===== src/rtl/ks_array4_pipe.sv =====
// ks_array4_pipe: span-16 Kogge-Stone combine, sum/carry forming and a valid/ready skid buffer.
// Define KS_OVF_EN to add the signed-overflow output and its storage bit.
module ks_array4_pipe #(
  parameter int WIDTH = 16
) (
  input  logic                     clk,
  input  logic                     rst_n,
  input  logic                     in_valid,
  output logic                     in_ready,
  input  logic [WIDTH-1:0]         in_Gk,
  input  logic [WIDTH-1:WIDTH/2]   in_Pk,
  input  logic [WIDTH-1:0]         in_Hk,
  input  logic                     in_cin,
  output logic                     out_valid,
  input  logic                     out_ready,
  output logic [WIDTH-1:0]         out_sum,
  output logic                     out_cout
`ifdef KS_OVF_EN
  ,
  output logic                     out_ovf
`endif
);
  if (WIDTH != 16) begin : g_bad_width
    $error("ks_array4_pipe: WIDTH must be 16");
  end
  localparam int H = WIDTH / 2;
`ifdef KS_OVF_EN
  localparam int DW = WIDTH + 2;
`else
  localparam int DW = WIDTH + 1;
`endif
  // State bits chosen so in_ready and out_valid come straight from flops.
  typedef enum logic [1:0] {EMPTY = 2'b00, ONE = 2'b01, FULL = 2'b11} state_t;
  state_t state, nxt;
  logic [WIDTH-1:0] c, sum;
  logic [DW-1:0] new_d, m_d, s_d;
  logic accept, consume, ld_m, m_from_s, ld_s;
  assign c = {in_Gk[WIDTH-1:H] | (in_Pk & in_Gk[H-1:0]), in_Gk[H-1:0]};
  assign sum = in_Hk ^ {c[WIDTH-2:0], in_cin};
`ifdef KS_OVF_EN
  assign new_d = {c[WIDTH-2] ^ c[WIDTH-1], c[WIDTH-1], sum};
  assign out_ovf = m_d[WIDTH+1];
`else
  assign new_d = {c[WIDTH-1], sum};
`endif
  assign in_ready = ~state[1];
  assign out_valid = state[0];
  assign {out_cout, out_sum} = m_d[WIDTH:0];
  assign accept = in_valid & in_ready;
  assign consume = out_valid & out_ready;
  always_comb begin
    nxt = state;
    ld_m = 1'b0;
    m_from_s = 1'b0;
    ld_s = 1'b0;
    case (state)
      EMPTY: begin
        ld_m = accept;
        nxt = accept ? ONE : EMPTY;
      end
      ONE: begin
        ld_m = accept & consume;
        ld_s = accept & ~consume;
        nxt = (accept & ~consume) ? FULL : (consume & ~accept) ? EMPTY : ONE;
      end
      FULL: begin
        ld_m = consume;
        m_from_s = 1'b1;
        nxt = consume ? ONE : FULL;
      end
      default: nxt = EMPTY;
    endcase
  end
  always_ff @(posedge clk or negedge rst_n) begin
    if (!rst_n) begin
      state <= EMPTY;
      m_d <= '0;
      s_d <= '0;
    end else begin
      state <= nxt;
      if (ld_m) m_d <= m_from_s ? s_d : new_d;
      if (ld_s) s_d <= new_d;
    end
  end
endmodule

===== config.mk =====
export PLATFORM = sky130hd
export DESIGN_NAME = ks_array4_pipe
export DESIGN_NICKNAME = d
export VERILOG_FILES = /design/src/rtl/ks_array4_pipe.sv
export SDC_FILE = /design/constraint.sdc
export NUM_CORES = 1
export LEC_CHECK = 0
export ABC_AREA = 1
export CORE_AREA = 2 2 68 70
export DETAILED_ROUTE_END_ITERATION = 8
export DIE_AREA = 0 0 70 72
export GPL_TIMING_DRIVEN = 0
export HOLD_SLACK_MARGIN = 0.03
export PLACE_DENSITY = 0.8
export SYNTH_ARGS = -nofsm -noshare
export SYNTH_HDL_FRONTEND = slang
export SYNTH_SLANG_ARGS = --single-unit
export TNS_END_PERCENT = 30

===== constraint.sdc =====
create_clock -name clk -period 2.3 [get_ports clk]
set_input_delay 0.46 -clock clk [delete_from_list [all_inputs] [get_ports clk]]
set_output_delay 0.46 -clock clk [all_outputs]
set_load 0.01 [all_outputs]

## Word level (Yosys, flattened, before mapping)

Index checks and enable logic that the tools add are counted.

- Reduce and logical (&&, ||, !) cells: 1
- Magnitude comparators: 0
- Divide/modulo/power cells: 0
- Eq/ne operators: 2
- Multipliers: 0
- Muxes and demuxes: 9
- Bitwise operators: 11
- Shifts and indexed selects: 0
- Add/subtract/negate cells: 0

Operators by type and width:

| cell | count |
|---|---|
| $mux W17 | 1 |
| $xor A16 B16 Y16 | 1 |
| $and A8 B8 Y8 | 1 |
| $or A8 B8 Y8 | 1 |
| $pmux W2 S3 | 1 |
| $and A1 B1 Y1 | 5 |
| $mux W1 | 4 |
| $mux W2 | 2 |
| $not A1 Y1 | 3 |
| $pmux W1 S3 | 1 |
| $eq A2 B1 Y1 const B | 1 |
| $eq A2 B2 Y1 const B | 1 |
| $logic_not A2 Y1 | 1 |

- Register bits: 36
- ROM bits: 0
- Word-level logic and storage cells: 26
- Bits of input ports: 45
- Output and inout bits: 19
- Memories: 0
- Latch bits: 0
- RAM bits: 0

## Logic depth before layout (Yosys ltp)

- Depth after elaboration: 7
- Depth in mapped cells: 8
- Gate-level depth less buffers: 7

## Worst setup path before layout

Ideal clock, no wire load.

- Kind: input-to-reg
- Start point: input port out_ready
- End point: register s_d[3]
- Stages: 7
- Library setup time: 117 ps
- Path slack: 1098 ps
- Arrival time: 1085 ps
- Cell sequence: inv_1 > nand2_2 > nor2_4 > inv_2 > buf_6 > nand2_1 > nand2_1

- Cells in the longest elaborated chain, start to end: 4

Ends and longest elaborated chain:

| element | RTL line | RTL |
|---|---|---|
| from (decl) | 15 | `input logic out_ready,` |
| $and A1 B1 Y1 | 50 | `assign consume = out_valid & out_ready;` |
| $not A1 Y1 | 63 | `ld_s = accept & ~consume;` |
| $and A1 B1 Y1 | 63 |  |
| $mux W1 | 56 | `case (state)` |
| to (signal assigned) | 82 | `if (ld_s) s_d <= new_d;` |
| to (decl) | 36 | `logic [DW-1:0] new_d, m_d, s_d;` |

Every way passes these cells.
A chain may end at the register's enable or synchronous reset.

## Worst setup path in the final report

- Start point: register state[1]
- End point: output port in_ready

- Cells in the longest elaborated chain, start to end: 1

Ends and longest elaborated chain:

| element | RTL line | RTL |
|---|---|---|
| from (decl) | 34 | `state_t state, nxt;` |
| from (signal assigned) | 80 | `state <= nxt;` |
| $not A1 Y1 | 46 | `assign in_ready = ~state[1];` |
| to (decl) | 9 | `output logic in_ready,` |

Every way passes these cells.

==> metrics <==
vias in the first global route 1,893; total vias in the final route 1,971; standard cell core area 4260 µm²; DR pass1 iterations 4; Post-CTS Setup Inserts 0; wire length of the first global-routing pass 8150 µm; clock tree from TritonCTS done; number of synthesized flops with an enable pin 0; synthesis-to-layout area growth 40.5%; quantity of I/O buffers inserted on ports 63; library cell contributing the largest single delay on the critical path clkdlybuf4s50_1; async set-or-reset flop fraction in the synthesized netlist 100%; Netlist Area Pre-Place 1970 µm²; remaining max-slew budget at the tightest pin 47.5%; Final Skew 0.00456 ns; Final Net Count 411; routability congestion estimate from global placement 0.799; fin crit share 75.6%; fraction of the yosys area taken by sequential cells 45.7%; critical path, cell by cell inv_2 -> clkdlybuf4s50_1; io pins 64; Register-to-Register Path Depth 6; vias per cell 4.70; net count after synthesis 341; compound-gate portion of the synthesized area 1.59%; leading post-synthesis cells by cell area dfrtp_1 46%, nand2_1 30%, nand3_1 8.4%, inv_1 6.5%, nor2_1 3.2%; distinct cell type count after synthesis 16; floorplan die area 5040 µm²; WP data arrival 1.28 ns; share of Yosys cell area claimed by the top area cell type 45.7%; footprint of the flip-flops and latches 901 µm²; drt initial violations 131; dpl hpwl 3330 µm; max cap viols 0; dominant combinational cell family by area after synthesis simple AND/OR/NAND/NOR gates; fill cell instance count of the final layout 394; detail-routed net length per standard cell 11.2 µm; top fanout value on the critical path 2; startpoint type of the worst setup path flip-flop; RSZ-0062 raised after global routing no; final number of max-transition violations 0; die height 72 µm; flop2flop setup slack 0.86 ns; final critical path time including I/O delays and setup 1.74 ns; Yosys warnings 0; Horiz. Die Dim 70 µm; pin count of the biggest net entering global routing 37; data required time of the critical path 1.84 ns; Tightest Pin Transition 0.788 ns; proportion of synthesized area in mux cells 0%; count of hold-fix buffers inserted at cts 0; aggregate global-route resource usage 19.9%; Yosys reg bits 36; capturing point of the worst reg2reg path m_d[8]; number of H-tree levels 2; quantity of gates resized following cts 0; worst skew pair latency 0.28 ns; Final Setup Violations 0; number of antenna violations at the first check in global routing 0; areal power density over the cells 753 nW/µm²; run status finished clean; Total Routed Length 4670 µm; CTS clk-pin slew, worst paths 0.07 ns; Final TNS setup 0 ns; remaining antenna violation count 0; worst min path class input port to asynchronous set/reset pin; number of clock sinks seen by CTS 36; startpoint of the most critical register-to-register path state[0]; parity-gate share of the synthesized area counting xor and xnor cells 0%; CTS buffer count 5; placement row count 24; Fmax achieved 575 MHz; DRC violation count after routing 0; multi-input gate area in the final layout 888 µm²; critical path endpoint category output port; CTS max path bufs 2; Pleak 0.00156 µW; cell count after synthesis 296; total congestion overflow after global routing 0; largest voltage drop on the vdd net 0.000523 V; Min Hold Slack 0.257 ns; PnR Total Power 2090 µW; final hold viol count 0; maximum cell stage delay along the critical path 0.53 ns; worst setup path category flip-flop to output port; library cell with the highest instance count after synthesis nand2_1; share of post-route cells with drive strength above 1 5.99%; most frequent cells after synthesis 158 x nand2_1, 36 x dfrtp_1, 34 x inv_1; synthesized-area fraction occupied by adder cells 0%; initial cell density of the core 46.3%; post-synthesis average cell area 6.67 µm²; clock root cell clkbuf_8; simple-gate area share of the yosys netlist 43.4%; most area-hungry cell type in the Yosys netlist dfrtp_1; ANT cells 0; dominant synthesized flop cell dfrtp_1
[cell families after synthesis]
kind of cell,after synthesis
flip-flops,36
AO/OA/AOI/OAI,4
buffers and inverters,44
AND/OR/NAND/NOR,212
[layout make-up]
| cell class | count | share of cell area [%] |
|---|---|---|
| Multi-Input combinational cell | 216 | 32.1 |
| Buffer | 7 | 1.63 |
| Sequential cell | 36 | 32.5 |
| Clock buffer | 6 | 2.62 |
| Timing Repair Buffer | 63 | 22.6 |
| Inverter | 37 | 5.01 |
| Clock inverter | 2 | 1.26 |
| Tap cell | 52 | 2.35 |
[where the power goes]
group / total [µW] / internal, µW / switching, µW
logic: 653 / 337 / 316
registers: 891 / 799 / 92.6
clock network: 543 / 322 / 221
[sequential cells by signal (all words and copies together) (netlist names)]
signal  count
state       2
s_d        17
m_d        17
[cell usage in the layout, fill, tap and decap left out]
cell               n
inv_1             34
dfrtp_1           36
o21ai_0            1
nor2_4             1
clkinv_2           1
a21oi_1            2
nand2_1          158
nand2_2            2
buf_2              4
nand2_4            1
buf_4              2
clkbuf_1           2
a21oi_4            1
clkbuf_8           5
clkdlybuf4s50_1   62
buf_6              1
inv_2              3
nand3_1           33
bufinv_16          1
nor2_1            17
[critical path, delay by kind of cell, from the launching register on]
family | cells | cell delay [ns]
buffers and inverters | 2 | 0.61
DFF | 1 | 0.39
[per-stage QoR]
step	util [%]	cells	setup WS, ns	area [µm²]
2_1_floorplan	-	296	1.10	1970
3_3_place_gp	62.6	411	-0.0406	2670
3_5_place_dp	62.5	411	0.448	2660
4_1_cts	65.0	419	0.557	2770
5_1_grt	65.0	419	0.525	2770
6_report	65.0	419	0.562	2770
[metal layers]
metal / routed length, µm / vias up / share of wire [%] / global-route usage (%)
li1: - / 1033 / - / -
met4: 61 / 0 / 1.3 / 6.41
met3: 275 / 9 / 5.9 / 3.89
met1: 2140 / 872 / 46 / 25.7
met2: 2200 / 57 / 47 / 34.2
met5: 0 / - / 0 / 0
[worst max path at each step]
stage	depth (start not counted)	slack, ns	start	end
after floorplan	7	1.10	out_ready	s_d[3]
after global placement	1	-0.04	rst_n	m_d[13]
after detailed placement	8	0.45	out_ready	s_d[5]
after CTS	2	0.56	state[1]	in_ready
after global routing	2	0.53	state[1]	in_ready
final	2	0.56	state[1]	in_ready
No activity file was read; power rests on OpenSTA's default activity.
